[src/rtl/sync_fifo.sv]
// Single-clock FIFO: 2^M x N register array with wrap-bit binary pointers,
// registered read data, full/empty/count flags and one-cycle error pulses.
module sync_fifo #(
  parameter int N = 8,
  parameter int M = 3
) (
  input  logic         clk,
  input  logic         rst,
  input  logic [N-1:0] din,
  input  logic         wr_en,
  input  logic         rd_en,
  output logic [N-1:0] dout,
  output logic         full,
  output logic         empty,
  output logic [M:0]   count,
  output logic         overflow,
  output logic         underflow
);

  localparam int DEPTH = 1 << M;
  localparam logic [M:0] PTR_ONE = (M+1)'(1);

  logic [N-1:0] r_mem [DEPTH];
  logic [M:0]   r_wr_ptr;
  logic [M:0]   r_rd_ptr;
  logic [N-1:0] r_dout;
  logic         r_overflow;
  logic         r_underflow;

  logic         w_empty;
  logic         w_full;
  logic         w_rd_acc;
  logic         w_wr_acc;

  // Flags come straight from the registered pointers; the wrap bit
  // distinguishes a full array from an empty one.
  assign w_empty  = (r_wr_ptr == r_rd_ptr);
  assign w_full   = (r_wr_ptr[M-1:0] == r_rd_ptr[M-1:0]) &&
                    (r_wr_ptr[M] != r_rd_ptr[M]);
  assign w_rd_acc = rd_en && !w_empty;
  assign w_wr_acc = wr_en && (!w_full || w_rd_acc);

  // Storage is data only: never reset.
  always_ff @(posedge clk) begin
    if (w_wr_acc) begin
      r_mem[r_wr_ptr[M-1:0]] <= din;
    end
  end

  always_ff @(posedge clk or posedge rst) begin
    if (rst) begin
      r_wr_ptr    <= '0;
      r_rd_ptr    <= '0;
      r_dout      <= '0;
      r_overflow  <= 1'b0;
      r_underflow <= 1'b0;
    end else begin
      if (w_wr_acc) begin
        r_wr_ptr <= r_wr_ptr + PTR_ONE;
      end
      if (w_rd_acc) begin
        r_rd_ptr <= r_rd_ptr + PTR_ONE;
        r_dout   <= r_mem[r_rd_ptr[M-1:0]];
      end
      r_overflow  <= wr_en && w_full && !w_rd_acc;
      r_underflow <= rd_en && w_empty;
    end
  end

  assign dout      = r_dout;
  assign full      = w_full;
  assign empty     = w_empty;
  assign count     = r_wr_ptr - r_rd_ptr;
  assign overflow  = r_overflow;
  assign underflow = r_underflow;

endmodule

[config.mk]
export PLATFORM = sky130hd
export DESIGN_NAME = sync_fifo
export DESIGN_NICKNAME = d
export VERILOG_FILES = /design/src/rtl/sync_fifo.sv
export SDC_FILE = /design/constraint.sdc
export NUM_CORES = 1
export LEC_CHECK = 0
export ABC_AREA = 1
export CORE_ASPECT_RATIO = 0.5
export CORE_MARGIN = 4
export CORE_UTILIZATION = 35
export DETAILED_ROUTE_END_ITERATION = 7
export GPL_ROUTABILITY_DRIVEN = 0
export GPL_TIMING_DRIVEN = 0
export SYNTH_ARGS = -nofsm -noshare
export SYNTH_HDL_FRONTEND = slang
export SYNTH_SLANG_ARGS = --single-unit
[constraint.sdc]
create_clock -name clk -period 3.4 [get_ports clk]
set_input_delay 0.51 -clock clk [delete_from_list [all_inputs] [get_ports clk]]
set_output_delay 0.51 -clock clk [all_outputs]
set_load 0.05 [all_outputs]
==> summary.md <==
| Metric | Value |
|---|---|
| Status | completed |
| Worst Max-Slew Pin Slew | a little over 1 ns |
| Sequential share of the synthesized area | 63.01% |
| Synth-to-layout area growth | 19.47% |
| Total CTS buffers | 9 |
| CP delay by family, top | buffers and inverters |
| EDFF count, synth | 64 |
| Commonest cells in the netlist | nand2_1, edfxtp_1, inv_1, nand3_1, dfrtp_1 |
| CTS tree | yes |
| Post-synth top area share | 51.05% |
| Peak VDD IR | between 0.3 and 0.4 mV |
| Nets@finish | approximately 420 |
| CTS root buffer | clkbuf_16 |
| Syn Inst Count | approximately 370 |
| Largest net degree at the start of global routing | 19 |
| Final Critical Period | 3.242 ns |
| Util after Layout | 43.48% |
| Reg-to-reg setup timing slack | around 0.34 ns |
| Synth Area per Inst | between 10 and 15 um^2 |
| Initial Util | a little over a third |
| Antenna Nets Post-Route | 0 |
| Top_reg_cell synth | edfxtp_1 |
| Detail-routed via count per cell | about 4.5 |
| Antenna violations before repair | 0 |
| Initial DRT Pass Iterations | 4 |
| Asr flop ratio synth | between 20% and 30% |
| H-tree levels | 3 |
| Worst Hold Class | register to register |
| Worst path arrival time | about 2.7 ns |
| Pre-CTS setup slack | 0.2340 ns |
| P per Cell Area | ~990 mW/mm^2 |
| Fillers | between 900 and 1000 |
| Top post-synthesis cells by area | edfxtp_1, dfrtp_1, nand2_1 |
| DR vias | ~2500 |
| Clock-pin slew on the worst setup and hold paths | approximately 0.060 ns |
| Worst-Skew Late Latency | 0.33 ns |
| Placed cell count | 534 |
| Final WL | 8577 um |
| Core area | 0.01034 mm^2 |
| Synth Cell Area | around 0.0038 mm^2 |
| First-pass GRT wire length | about 13000 um |
| Total Power | around 4400 uW |
| DRC viols | 0 |
| Worst path bufs/invs | 4 |
| WL/cell | about 16 um |
| Min setup slack post-route | 0.1581 ns |
| CP endpoint kind | primary output |
| Critical path, cell by cell | buf_2, inv_2, buf_4, ha_1, nand2_1, o21ai_0, xor2_1, dlygate4sd2_1 |
| Top-count cell post-synth | nand2_1 |
| Cell row count | 26 |
| Clk buf depth | 2 |
| CP Max Fanout | 10 |
| Wl on met1 | 4224 um |
| Chip Width | 154.7 um |
| Tcrit/Tclk final | 95.35% |
| Yosys reg bits | approximately 80 |
| Grt ovf | 0 |
| YS warnings | 0 |
| Fin. Hold Viols | 0 |
| Cell taking the most area after synthesis | edfxtp_1 |
| Final setup violation count | 0 |
| Critical path type | register to primary output |
| WL met2 | approximately 3700 um |
| Slew margin rel. | between 30% and 40% |
| Final setup TNS | 0 ns |
| Layout Skew | around 0.0056 ns |
| Die area | 0.01258 mm^2 |
| Element type at the critical path start | register |
| Distinct cells, synth | 24 |
| Leak Pwr | just over 0.002 uW |
| HPWL after DPL | 5354 um |
| Met3 routed WL | roughly 540 um |
| Mapped Nets | 385 |
| Crit-path slowest cell | dlygate4sd2_1 |
| Top sig layer | met4 |
| Crit path largest cell delay | roughly 0.54 ns |
| RSZ-0062 raised after global routing | false |
| Vias in the first global route | roughly 2200 |
| # port buffers | 27 |
| Final Slew Violations | 0 |
| Starting DRT DRC Count | approximately 180 |
| # diodes | 0 |
| FMAX | just over 300 MHz |
| Clock sinks | 82 |
| DIE HEIGHT | 81.34 um |
| All-Layer GR Usage | roughly 14% |
| Final non-filler cell total | 550 |
| Worst EP required | approximately 2.9 ns |
| Layout cells sized above 1 | approximately an eighth |
| MaxCap Viol Count | 0 |
| Post-CTS setup repair buffer count | 0 |
| IO Count | 28 |
==> layout make-up <==
| type | instances | area [um^2] | share of cell area [%] |
|---|---|---|---|
| Buffer | 13 | 90.09 | 2.003 |
| Clock buffer | 13 | 260.3 | 5.786 |
| Clock inverter | 3 | 23.77 | 0.5285 |
| Inverter | 64 | 249.0 | 5.535 |
| Multi-Input combinational cell | 208 | 1054 | 23.42 |
| Sequential cell | 82 | 2372 | 52.74 |
| Tap cell | 140 | 175.2 | 3.894 |
| Timing Repair Buffer | 27 | 274.0 | 6.092 |
==> final timing paths <==
| path | from | endpoint | depth (start not counted) |
|---|---|---|---|
| max | r_rd_ptr[1] | count[3] | 8 |
| min | dout[5] | dout[5] | 2 |
| max reg2reg | r_rd_ptr[1] | r_mem[6][1] | 9 |
| min reg2reg | dout[5] | dout[5] | 2 |
| max in group asynchronous | rst | r_wr_ptr[2] | 2 |
| min in group asynchronous | rst | dout[1] | 2 |
==> report_power, final <==
group / switching [uW] / leakage (uW) / total (uW) / internal [uW]
clock network: 374 / 0.000132 / 912 / 538
logic: 1480 / 0.00108 / 2150 / 665
registers: 93.1 / 0.000804 / 1380 / 1290
total: 1950 / 0.00202 / 4440 / 2490
==> state kept, by name, indices dropped and copies added (netlist names) <==
| register | count |
|---|---|
| dout | 8 |
| overflow | 1 |
| r_mem | 64 |
| r_rd_ptr | 4 |
| r_wr_ptr | 4 |
| underflow | 1 |
==> through the flow <==
stage          instance area, um^2  hold slack [ns]
3_3_place_gp                  4210           0.4630
4_1_cts                       4493           0.4843
2_1_floorplan                 3765           0.4486
6_report                      4498           0.4775
5_1_grt                       4498           0.5020
3_5_place_dp                  4210           0.4697
==> timing repair <==
item	CTS	global route
resized for setup	1	2
hold buffers	0	0
pin swaps	0	0
endpoints found under the setup margin	1	2
==> cells by family after synthesis <==
logic type / synth area share (%)
AND/OR/NAND/NOR: 23.76
flip-flops: 63.01
buffers and inverters: 9.006
XOR/XNOR: 1.396
adder cells (fa/ha/maj): 2.193
AO/OA/AOI/OAI: 0.6314
==> routing by layer <==
metal / global-route usage [%] / vias up
li1: - / 1249
met1: 20.49 / 1168
met4: 3.965 / 0
met3: 3.779 / 10
met5: 0 / -
met2: 21.43 / 55
==> worst register-to-register path: cells and delay by family, from the launching register on <==
kind / cells / cell delay (ns)
adders and majority gates: 1 / 0.31
and+or+nand+nor: 5 / 1.27
buffers and inverters: 3 / 0.72
DFF: 1 / 0.39
==> cell usage in the layout (no fill, tap or decap), drive strengths merged <==
cell,count
nand3,58
nand2,122
a21oi,1
clkbuf,13
buf,13
ha,5
clkinv,1
fa,1
xnor2,1
o21ai,3
dfrtp,18
nor2,12
inv,64
clkdlybuf4s50,24
dlymetal6s2s,2
clkinvlp,2
dlygate4sd2,1
edfxtp,64
xor2,5
Power figures use the tool's default switching activity.
